$ cat config.mk
export PLATFORM = sky130hd
export DESIGN_NAME = spi_word_arbiter_flat
export DESIGN_NICKNAME = d
export VERILOG_FILES = /design/src/rtl/spi_arb_pkg.sv /design/src/rtl/spi_word_arbiter_if.sv /design/src/rtl/spi_word_arbiter_rr_pick.sv /design/src/rtl/spi_word_arbiter.sv /design/src/flat_wrapper.sv
export SDC_FILE = /design/constraint.sdc
export NUM_CORES = 1
export LEC_CHECK = 0
export ABC_CLOCK_PERIOD_IN_PS = 4400
export CAP_MARGIN = 10
export CORE_AREA = 2 2 86 88
export CTS_CLUSTER_DIAMETER = 100
export CTS_CLUSTER_SIZE = 16
export DETAILED_ROUTE_END_ITERATION = 10
export DIE_AREA = 0 0 88 90
export PLACE_DENSITY = 0.69
export SLEW_MARGIN = 0
export SYNTH_ARGS = -nofsm -noshare
export SYNTH_HDL_FRONTEND = slang
export SYNTH_SLANG_ARGS = --single-unit
export TNS_END_PERCENT = 100
$ cat constraint.sdc
create_clock -name i_Clk -period 4.4 [get_ports i_Clk]
set_input_delay 0.66 -clock i_Clk [delete_from_list [all_inputs] [get_ports i_Clk]]
set_output_delay 0.66 -clock i_Clk [all_outputs]
set_load 0.02 [all_outputs]
$ cat src/rtl/spi_arb_pkg.sv
// Shared types and widths for the SPI word arbiter.
package spi_arb_pkg;

  localparam int SPI_WORD_W = 16;
  localparam int SPI_BYTE_W = 8;

  typedef enum logic [2:0] {
    IDLE    = 3'd0,
    START   = 3'd1,
    WAIT_LO = 3'd2,
    WAIT_HI = 3'd3,
    RESP    = 3'd4
  } arb_state_t;

endpackage

$ cat src/rtl/spi_word_arbiter_if.sv
// Requester and SPI-sender signals of the word arbiter.
// The slave modport is the arbiter's view; master is the environment's.
interface spi_word_arbiter_if
  import spi_arb_pkg::*;
#(
  parameter int NUM_REQ = 2
);

  localparam int IDX_W = $clog2(NUM_REQ);

  // requester side
  logic [NUM_REQ-1:0]            i_Req_Valid;
  logic [SPI_WORD_W*NUM_REQ-1:0] i_Req_Word;
  logic [NUM_REQ-1:0]            o_Req_Ready;
  logic [NUM_REQ-1:0]            o_Rsp_Valid;
  logic [SPI_WORD_W-1:0]         o_Rsp_Word;
  logic                          o_Rsp_Err;
  logic                          o_Busy;
  logic [IDX_W-1:0]              o_Grant_Id;

  // sender side
  logic                          o_SPI_Start;
  logic [SPI_WORD_W-1:0]         o_SPI_Word;
  logic                          i_SPI_Byte_DV;
  logic [SPI_BYTE_W-1:0]         i_SPI_Byte;

  modport slave (
    input  i_Req_Valid, i_Req_Word, i_SPI_Byte_DV, i_SPI_Byte,
    output o_Req_Ready, o_Rsp_Valid, o_Rsp_Word, o_Rsp_Err, o_Busy,
           o_Grant_Id, o_SPI_Start, o_SPI_Word
  );

  modport master (
    output i_Req_Valid, i_Req_Word, i_SPI_Byte_DV, i_SPI_Byte,
    input  o_Req_Ready, o_Rsp_Valid, o_Rsp_Word, o_Rsp_Err, o_Busy,
           o_Grant_Id, o_SPI_Start, o_SPI_Word
  );

endinterface

$ cat src/rtl/spi_word_arbiter_rr_pick.sv
// Combinational round-robin picker: first set request at or above ptr,
// wrapping past the top index.
module spi_rr_pick #(
  parameter  int NUM_REQ = 2,
  localparam int IDX_W   = $clog2(NUM_REQ)
) (
  input  logic [NUM_REQ-1:0] req,
  input  logic [IDX_W-1:0]   ptr,
  output logic [IDX_W-1:0]   grant,
  output logic               any
);

  logic [IDX_W-1:0]   cand_idx [NUM_REQ];
  logic [NUM_REQ-1:0] cand_hit;

  // cand_idx[gi] is the requester sitting gi places after the pointer
  genvar gi;
  generate
    for (gi = 0; gi < NUM_REQ; gi++) begin : g_cand
      logic [IDX_W:0] sum;
      assign sum = {1'b0, ptr} + (IDX_W+1)'(gi);
      assign cand_idx[gi] = (sum >= (IDX_W+1)'(NUM_REQ))
                          ? IDX_W'(sum - (IDX_W+1)'(NUM_REQ))
                          : sum[IDX_W-1:0];
      assign cand_hit[gi] = req[cand_idx[gi]];
    end
  endgenerate

  // Smallest offset wins: scan downward so the nearest hit is written last
  always_comb begin
    grant = '0;
    any   = 1'b0;
    for (int i = NUM_REQ - 1; i >= 0; i--) begin
      if (cand_hit[i]) begin
        grant = cand_idx[i];
        any   = 1'b1;
      end
    end
  end

endmodule

$ cat src/rtl/spi_word_arbiter.sv
// Round-robin sharing of one 16-bit SPI word sender among NUM_REQ
// requesters. One word per grant; the two returned bytes (low first) are
// assembled and handed back to the granted requester. A watchdog closes
// transfers whose byte-done pulses stop arriving.
module spi_word_arbiter
  import spi_arb_pkg::*;
#(
  parameter int NUM_REQ        = 2,
  parameter int TIMEOUT_CYCLES = 1024
) (
  input logic               i_Clk,
  input logic               i_Rst_L,
  spi_word_arbiter_if.slave bus
);

  localparam int IDX_W = $clog2(NUM_REQ);
  localparam int WD_W  = (TIMEOUT_CYCLES > 2) ? $clog2(TIMEOUT_CYCLES) : 1;
  localparam logic [WD_W-1:0]  WD_LAST  = WD_W'(TIMEOUT_CYCLES - 1);
  localparam logic [WD_W-1:0]  WD_MAX   = '1;
  localparam logic [IDX_W-1:0] LAST_IDX = IDX_W'(NUM_REQ - 1);

  arb_state_t state_reg, state_next;

  logic [IDX_W-1:0]      rr_ptr_reg, rr_ptr_next;
  logic [IDX_W-1:0]      grant_reg, grant_next;
  logic [WD_W-1:0]       wd_reg, wd_next, wd_inc;
  logic [SPI_BYTE_W-1:0] rsp_lo_reg, rsp_lo_next;
  logic [SPI_WORD_W-1:0] rsp_word_reg, rsp_word_next;
  logic                  rsp_err_reg, rsp_err_next;
  logic [SPI_WORD_W-1:0] spi_word_reg, spi_word_next;
  logic                  spi_start_reg, spi_start_next;
  logic [NUM_REQ-1:0]    req_ready_reg, req_ready_next;
  logic [NUM_REQ-1:0]    rsp_valid_reg, rsp_valid_next;
  logic                  busy_reg, busy_next;

  logic [IDX_W-1:0]      pick_idx;
  logic                  pick_any;
  logic                  wd_expired;

  logic [SPI_WORD_W-1:0] req_word_arr [NUM_REQ];

  // Unpack the flat request word bus into one word per requester
  genvar gi;
  generate
    for (gi = 0; gi < NUM_REQ; gi++) begin : g_word
      assign req_word_arr[gi] = bus.i_Req_Word[gi*SPI_WORD_W +: SPI_WORD_W];
    end
  endgenerate

  spi_rr_pick #(
    .NUM_REQ (NUM_REQ)
  ) u_pick (
    .req   (bus.i_Req_Valid),
    .ptr   (rr_ptr_reg),
    .grant (pick_idx),
    .any   (pick_any)
  );

  // Saturating count; expiry only matters when no byte arrives that cycle
  assign wd_inc     = (wd_reg == WD_MAX) ? wd_reg : wd_reg + 1'b1;
  assign wd_expired = (wd_reg == WD_LAST);

  // Next-state and next-output decode
  always_comb begin
    state_next     = state_reg;
    rr_ptr_next    = rr_ptr_reg;
    grant_next     = grant_reg;
    wd_next        = wd_reg;
    rsp_lo_next    = rsp_lo_reg;
    rsp_word_next  = rsp_word_reg;
    rsp_err_next   = rsp_err_reg;
    spi_word_next  = spi_word_reg;
    spi_start_next = 1'b0;
    req_ready_next = '0;
    rsp_valid_next = '0;

    unique case (state_reg)
      IDLE: begin
        if (pick_any) begin
          grant_next     = pick_idx;
          spi_word_next  = req_word_arr[pick_idx];
          req_ready_next = NUM_REQ'(1) << pick_idx;
          spi_start_next = 1'b1;
          state_next     = START;
        end
      end

      START: begin
        wd_next     = '0;
        rsp_lo_next = '0;
        state_next  = WAIT_LO;
      end

      WAIT_LO: begin
        if (bus.i_SPI_Byte_DV) begin
          rsp_lo_next = bus.i_SPI_Byte;
          // the DV cycle itself counts as the first cycle of the new gap
          wd_next     = WD_W'(1);
          state_next  = WAIT_HI;
        end else if (wd_expired) begin
          rsp_word_next  = '0;
          rsp_err_next   = 1'b1;
          rsp_valid_next = NUM_REQ'(1) << grant_reg;
          state_next     = RESP;
        end else begin
          wd_next = wd_inc;
        end
      end

      WAIT_HI: begin
        if (bus.i_SPI_Byte_DV) begin
          rsp_word_next  = {bus.i_SPI_Byte, rsp_lo_reg};
          rsp_err_next   = 1'b0;
          rsp_valid_next = NUM_REQ'(1) << grant_reg;
          state_next     = RESP;
        end else if (wd_expired) begin
          rsp_word_next  = {{SPI_BYTE_W{1'b0}}, rsp_lo_reg};
          rsp_err_next   = 1'b1;
          rsp_valid_next = NUM_REQ'(1) << grant_reg;
          state_next     = RESP;
        end else begin
          wd_next = wd_inc;
        end
      end

      RESP: begin
        rr_ptr_next = (grant_reg == LAST_IDX) ? '0 : grant_reg + 1'b1;
        state_next  = IDLE;
      end

      default: state_next = IDLE;
    endcase

    busy_next = (state_next != IDLE);
  end

  // State and registered outputs
  always_ff @(posedge i_Clk or negedge i_Rst_L) begin
    if (!i_Rst_L) begin
      state_reg     <= IDLE;
      rr_ptr_reg    <= '0;
      grant_reg     <= '0;
      wd_reg        <= '0;
      rsp_lo_reg    <= '0;
      rsp_word_reg  <= '0;
      rsp_err_reg   <= 1'b0;
      spi_word_reg  <= '0;
      spi_start_reg <= 1'b0;
      req_ready_reg <= '0;
      rsp_valid_reg <= '0;
      busy_reg      <= 1'b0;
    end else begin
      state_reg     <= state_next;
      rr_ptr_reg    <= rr_ptr_next;
      grant_reg     <= grant_next;
      wd_reg        <= wd_next;
      rsp_lo_reg    <= rsp_lo_next;
      rsp_word_reg  <= rsp_word_next;
      rsp_err_reg   <= rsp_err_next;
      spi_word_reg  <= spi_word_next;
      spi_start_reg <= spi_start_next;
      req_ready_reg <= req_ready_next;
      rsp_valid_reg <= rsp_valid_next;
      busy_reg      <= busy_next;
    end
  end

  assign bus.o_Req_Ready = req_ready_reg;
  assign bus.o_Rsp_Valid = rsp_valid_reg;
  assign bus.o_Rsp_Word  = rsp_word_reg;
  assign bus.o_Rsp_Err   = rsp_err_reg;
  assign bus.o_Busy      = busy_reg;
  assign bus.o_Grant_Id  = grant_reg;
  assign bus.o_SPI_Start = spi_start_reg;
  assign bus.o_SPI_Word  = spi_word_reg;

endmodule
$ cat src/flat_wrapper.sv
// flat-port wrapper written by rule: the top's interface ports become plain ports
module spi_word_arbiter_flat import spi_arb_pkg::*;
#(
  parameter int NUM_REQ        = 2,
  parameter int TIMEOUT_CYCLES = 1024
)
  (i_Clk, i_Rst_L, bus_i_Req_Valid, bus_i_Req_Word, bus_i_SPI_Byte_DV, bus_i_SPI_Byte, bus_o_Req_Ready, bus_o_Rsp_Valid, bus_o_Rsp_Word, bus_o_Rsp_Err, bus_o_Busy, bus_o_Grant_Id, bus_o_SPI_Start, bus_o_SPI_Word);
  spi_word_arbiter_if #(.NUM_REQ(NUM_REQ)) bus_i ();
  input logic i_Clk;
  input logic i_Rst_L;
  input wire logic [$bits(bus_i.i_Req_Valid)-1:0] bus_i_Req_Valid;
  input wire logic [$bits(bus_i.i_Req_Word)-1:0] bus_i_Req_Word;
  input wire logic [$bits(bus_i.i_SPI_Byte_DV)-1:0] bus_i_SPI_Byte_DV;
  input wire logic [$bits(bus_i.i_SPI_Byte)-1:0] bus_i_SPI_Byte;
  output wire logic [$bits(bus_i.o_Req_Ready)-1:0] bus_o_Req_Ready;
  output wire logic [$bits(bus_i.o_Rsp_Valid)-1:0] bus_o_Rsp_Valid;
  output wire logic [$bits(bus_i.o_Rsp_Word)-1:0] bus_o_Rsp_Word;
  output wire logic [$bits(bus_i.o_Rsp_Err)-1:0] bus_o_Rsp_Err;
  output wire logic [$bits(bus_i.o_Busy)-1:0] bus_o_Busy;
  output wire logic [$bits(bus_i.o_Grant_Id)-1:0] bus_o_Grant_Id;
  output wire logic [$bits(bus_i.o_SPI_Start)-1:0] bus_o_SPI_Start;
  output wire logic [$bits(bus_i.o_SPI_Word)-1:0] bus_o_SPI_Word;
  assign bus_i.i_Req_Valid = bus_i_Req_Valid;
  assign bus_i.i_Req_Word = bus_i_Req_Word;
  assign bus_i.i_SPI_Byte_DV = bus_i_SPI_Byte_DV;
  assign bus_i.i_SPI_Byte = bus_i_SPI_Byte;
  assign bus_o_Req_Ready = bus_i.o_Req_Ready;
  assign bus_o_Rsp_Valid = bus_i.o_Rsp_Valid;
  assign bus_o_Rsp_Word = bus_i.o_Rsp_Word;
  assign bus_o_Rsp_Err = bus_i.o_Rsp_Err;
  assign bus_o_Busy = bus_i.o_Busy;
  assign bus_o_Grant_Id = bus_i.o_Grant_Id;
  assign bus_o_SPI_Start = bus_i.o_SPI_Start;
  assign bus_o_SPI_Word = bus_i.o_SPI_Word;
  spi_word_arbiter #(.NUM_REQ(NUM_REQ), .TIMEOUT_CYCLES(TIMEOUT_CYCLES)) u_core (.i_Clk(i_Clk), .i_Rst_L(i_Rst_L), .bus(bus_i));
endmodule
==> flow_metrics.py <==
metrics = {
    "outcome": {
        "status": "complete, no violations",
    },
    "detailed_routing": {
        "dr.first_iter.drc_count": 93,
        "drc": 0,
        "postRouteAntennaNets": 0,
        "wl_per_cell_um": 15.4,
        "vias": 2186,
        "first_pass_iters": 4,
        "vias_per_cell": 5.17,
        "routed_wl_um": 6530,
    },
    "worst_setup_path": {
        "required_ps": 4650,
        "path_delay_family": "simple AND/OR/NAND/NOR gates",
        "crit_arrival_ps": 2480,
        "start_kind": "primary input",
        "cp_max_fo": 10,
        "max_stage_delay_ps": 530,
        "cp_slowest_cell": "clkdlybuf4s50_1",
        "crit_chain": "clkdlybuf4s50_1 > and3_4 > or3_1 > or4_1 > a21oi_1",
        "criticalPathCategory": "in -> reg",
        "crit_buf_inv": 1,
        "endpoint_kind": "register",
    },
    "layout": {
        "drive_gt1_frac": 0.0833,
        "fin_util": 0.539,
        "final_cells": 423,
        "mostFrequentLayoutCell": "clkdlybuf4s50_1",
        "layout.nets": 365,
        "diodes": 0,
        "area_growth_pct": 39.2,
        "layout_common_cells": "clkdlybuf4s50_1 (83), dfrtp_1 (62), nand2_1 (25), a221o_1 (16), a22o_1 (16)",
    },
    "clocking": {
        "clkLatencyLatePin_ps": 340,
        "cts_made_buffers": 9,
        "clock_sinks": 62,
        "path_clk_slew_ps": 70,
        "cts_setup_buffers": 0,
        "cts_resized": 0,
        "cts_tree": "built",
        "clock-root-buffer": "clkbuf_8",
        "hold_buffers": 0,
        "h-tree-depth": 3,
        "cts_buffer_depth": 2,
    },
    "placement": {
        "io_buffers": 84,
        "dpl.hpwl_um": 4400,
        "gp_congestion": 0.818,
        "place_inst": 407,
        "pre_cts_ws_ps": 1850,
    },
    "power": {
        "leakagePower_nw": 1.62,
        "peakVddDrop_mv": 0.410,
        "p_per_area_nw_per_um2": 669,
    },
    "die": {
        "die_x_um": 88,
        "fp-row-count": 31,
        "start_util": 0.387,
        "coreArea_sq_um": 7020,
        "fp.dieH_um": 90,
        "dieArea_sq_um": 7920,
        "num_io_pins": 85,
    },
    "synth": {
        "syn_avg_cell_area_sq_um": 11.6,
        "async_flop_share": 1.00,
        "yosysTopAreaCell": "dfrtp_1",
        "synth_area_leaders": "dfrtp_1 (57%), a221o_1 (5.9%), a22o_1 (5.2%)",
        "synth_top_flop_cell": "dfrtp_1",
        "synth_top_area_frac": 0.571,
        "synth_cells": 234,
        "synth_nets": 280,
        "synth_edf_count": 0,
        "yosys_warnings": 0,
        "synthDistinctLibCells": 47,
        "ys_seq_area_frac": 0.571,
        "ys_ff_latch": 62,
        "synthesis.area_sq_um": 2720,
    },
    "timing": {
        "final_hold_viol_count": 0,
        "tightest_slew_ps": 840,
        "tns_ps": 0,
        "period_share": 0.507,
        "fmaxAchievable_ghz": 0.449,
        "setup_slack_ps": 2170,
        "fin_crit_ps": 2230,
        "finalClockSkew_ps": 8.96,
        "hold-worst-slack_ps": 127,
        "maxSlewViolCount": 0,
        "setup_violations": 0,
        "rsz0062_at_grt": "no",
        "slew_headroom": 0.440,
    },
    "global_route": {
        "grt_usage": 0.169,
        "grt_max_degree": 59,
        "grt_pass1_vias": 2077,
        "grt_overflow": 0,
        "antenna_found_initial": 0,
        "grt_pass1_wl_um": 10300,
    },
    "worst_hold_path": {
        "min_path_type": "in -> async",
    },
    "job": {
        "max_cap_viol_count": 0,
    },
}
[cells in the mapped netlist, drive strengths merged, types with 3 or more instances]
cell type,n
a21oi,7
a221o,16
a22o,16
and2,17
buf,9
clkbuf,3
dfrtp,62
inv,7
nand2,25
nand3,3
nand4,3
nor2,10
nor3,3
nor4,4
o21ai,14
o31ai,3
or3,3
[metrics by stage]
step	power, W	cell area, sq um
after floorplan	0.00162	2720
after global placement	0.00202	3580
after detailed placement	0.00205	3580
after CTS	0.00256	3780
after global routing	0.00270	3780
final	0.00253	3780
[layout make-up]
cell class                 instances  area [sq um]
fill                             626          3240
multi-input combinational        152          1020
sequential                        62          1550
tap                               99           124
clock inverter                     3          42.5
timing repair buffer              86           851
clock buffer                      13           159
inverter                           8          31.3
[metal layers]
metal	GRT usage	up-vias	routed length [um]
li1	-	1039	-
met2	0.251	74	2840
met5	0	-	0
met1	0.227	1062	3110
met4	0.0808	0	114
met3	0.0450	11	469
[worst paths after layout]
path                                       from                  endpoint  slack [ps]  cells past startpoint
max                           bus_i_SPI_Byte_DV          u_core.wd_reg[4]        2170                      5
min                                     i_Rst_L  u_core.bus.o_SPI_Word[4]         130                      1
max reg2reg                    u_core.wd_reg[0]  u_core.bus.o_Rsp_Word[4]        2310                      5
min reg2reg                u_core.rsp_lo_reg[3]      u_core.rsp_lo_reg[3]         480                      2
max in group asynchronous               i_Rst_L          u_core.wd_reg[2]        3350                      2
min in group i_Clk         u_core.rsp_lo_reg[3]      u_core.rsp_lo_reg[3]         480                      2
[kinds of logic after synthesis]
family,Yosys count,share of synthesized area
and+or+nand+nor,79,0.164
AOI/OAI and AO/OA,72,0.208
DFF,62,0.571
buffers and inverters,20,0.0525
adders and majority gates,1,0.00461
[power breakdown]
part           leakage, nW  internal, W  total, W  switching (W)
combinational        0.723     0.000529   0.00111       0.000576
sequential           0.800     0.000782  0.000920       0.000139
clock               0.0996     0.000292  0.000504       0.000212
No activity file was read; power rests on OpenSTA's default activity.
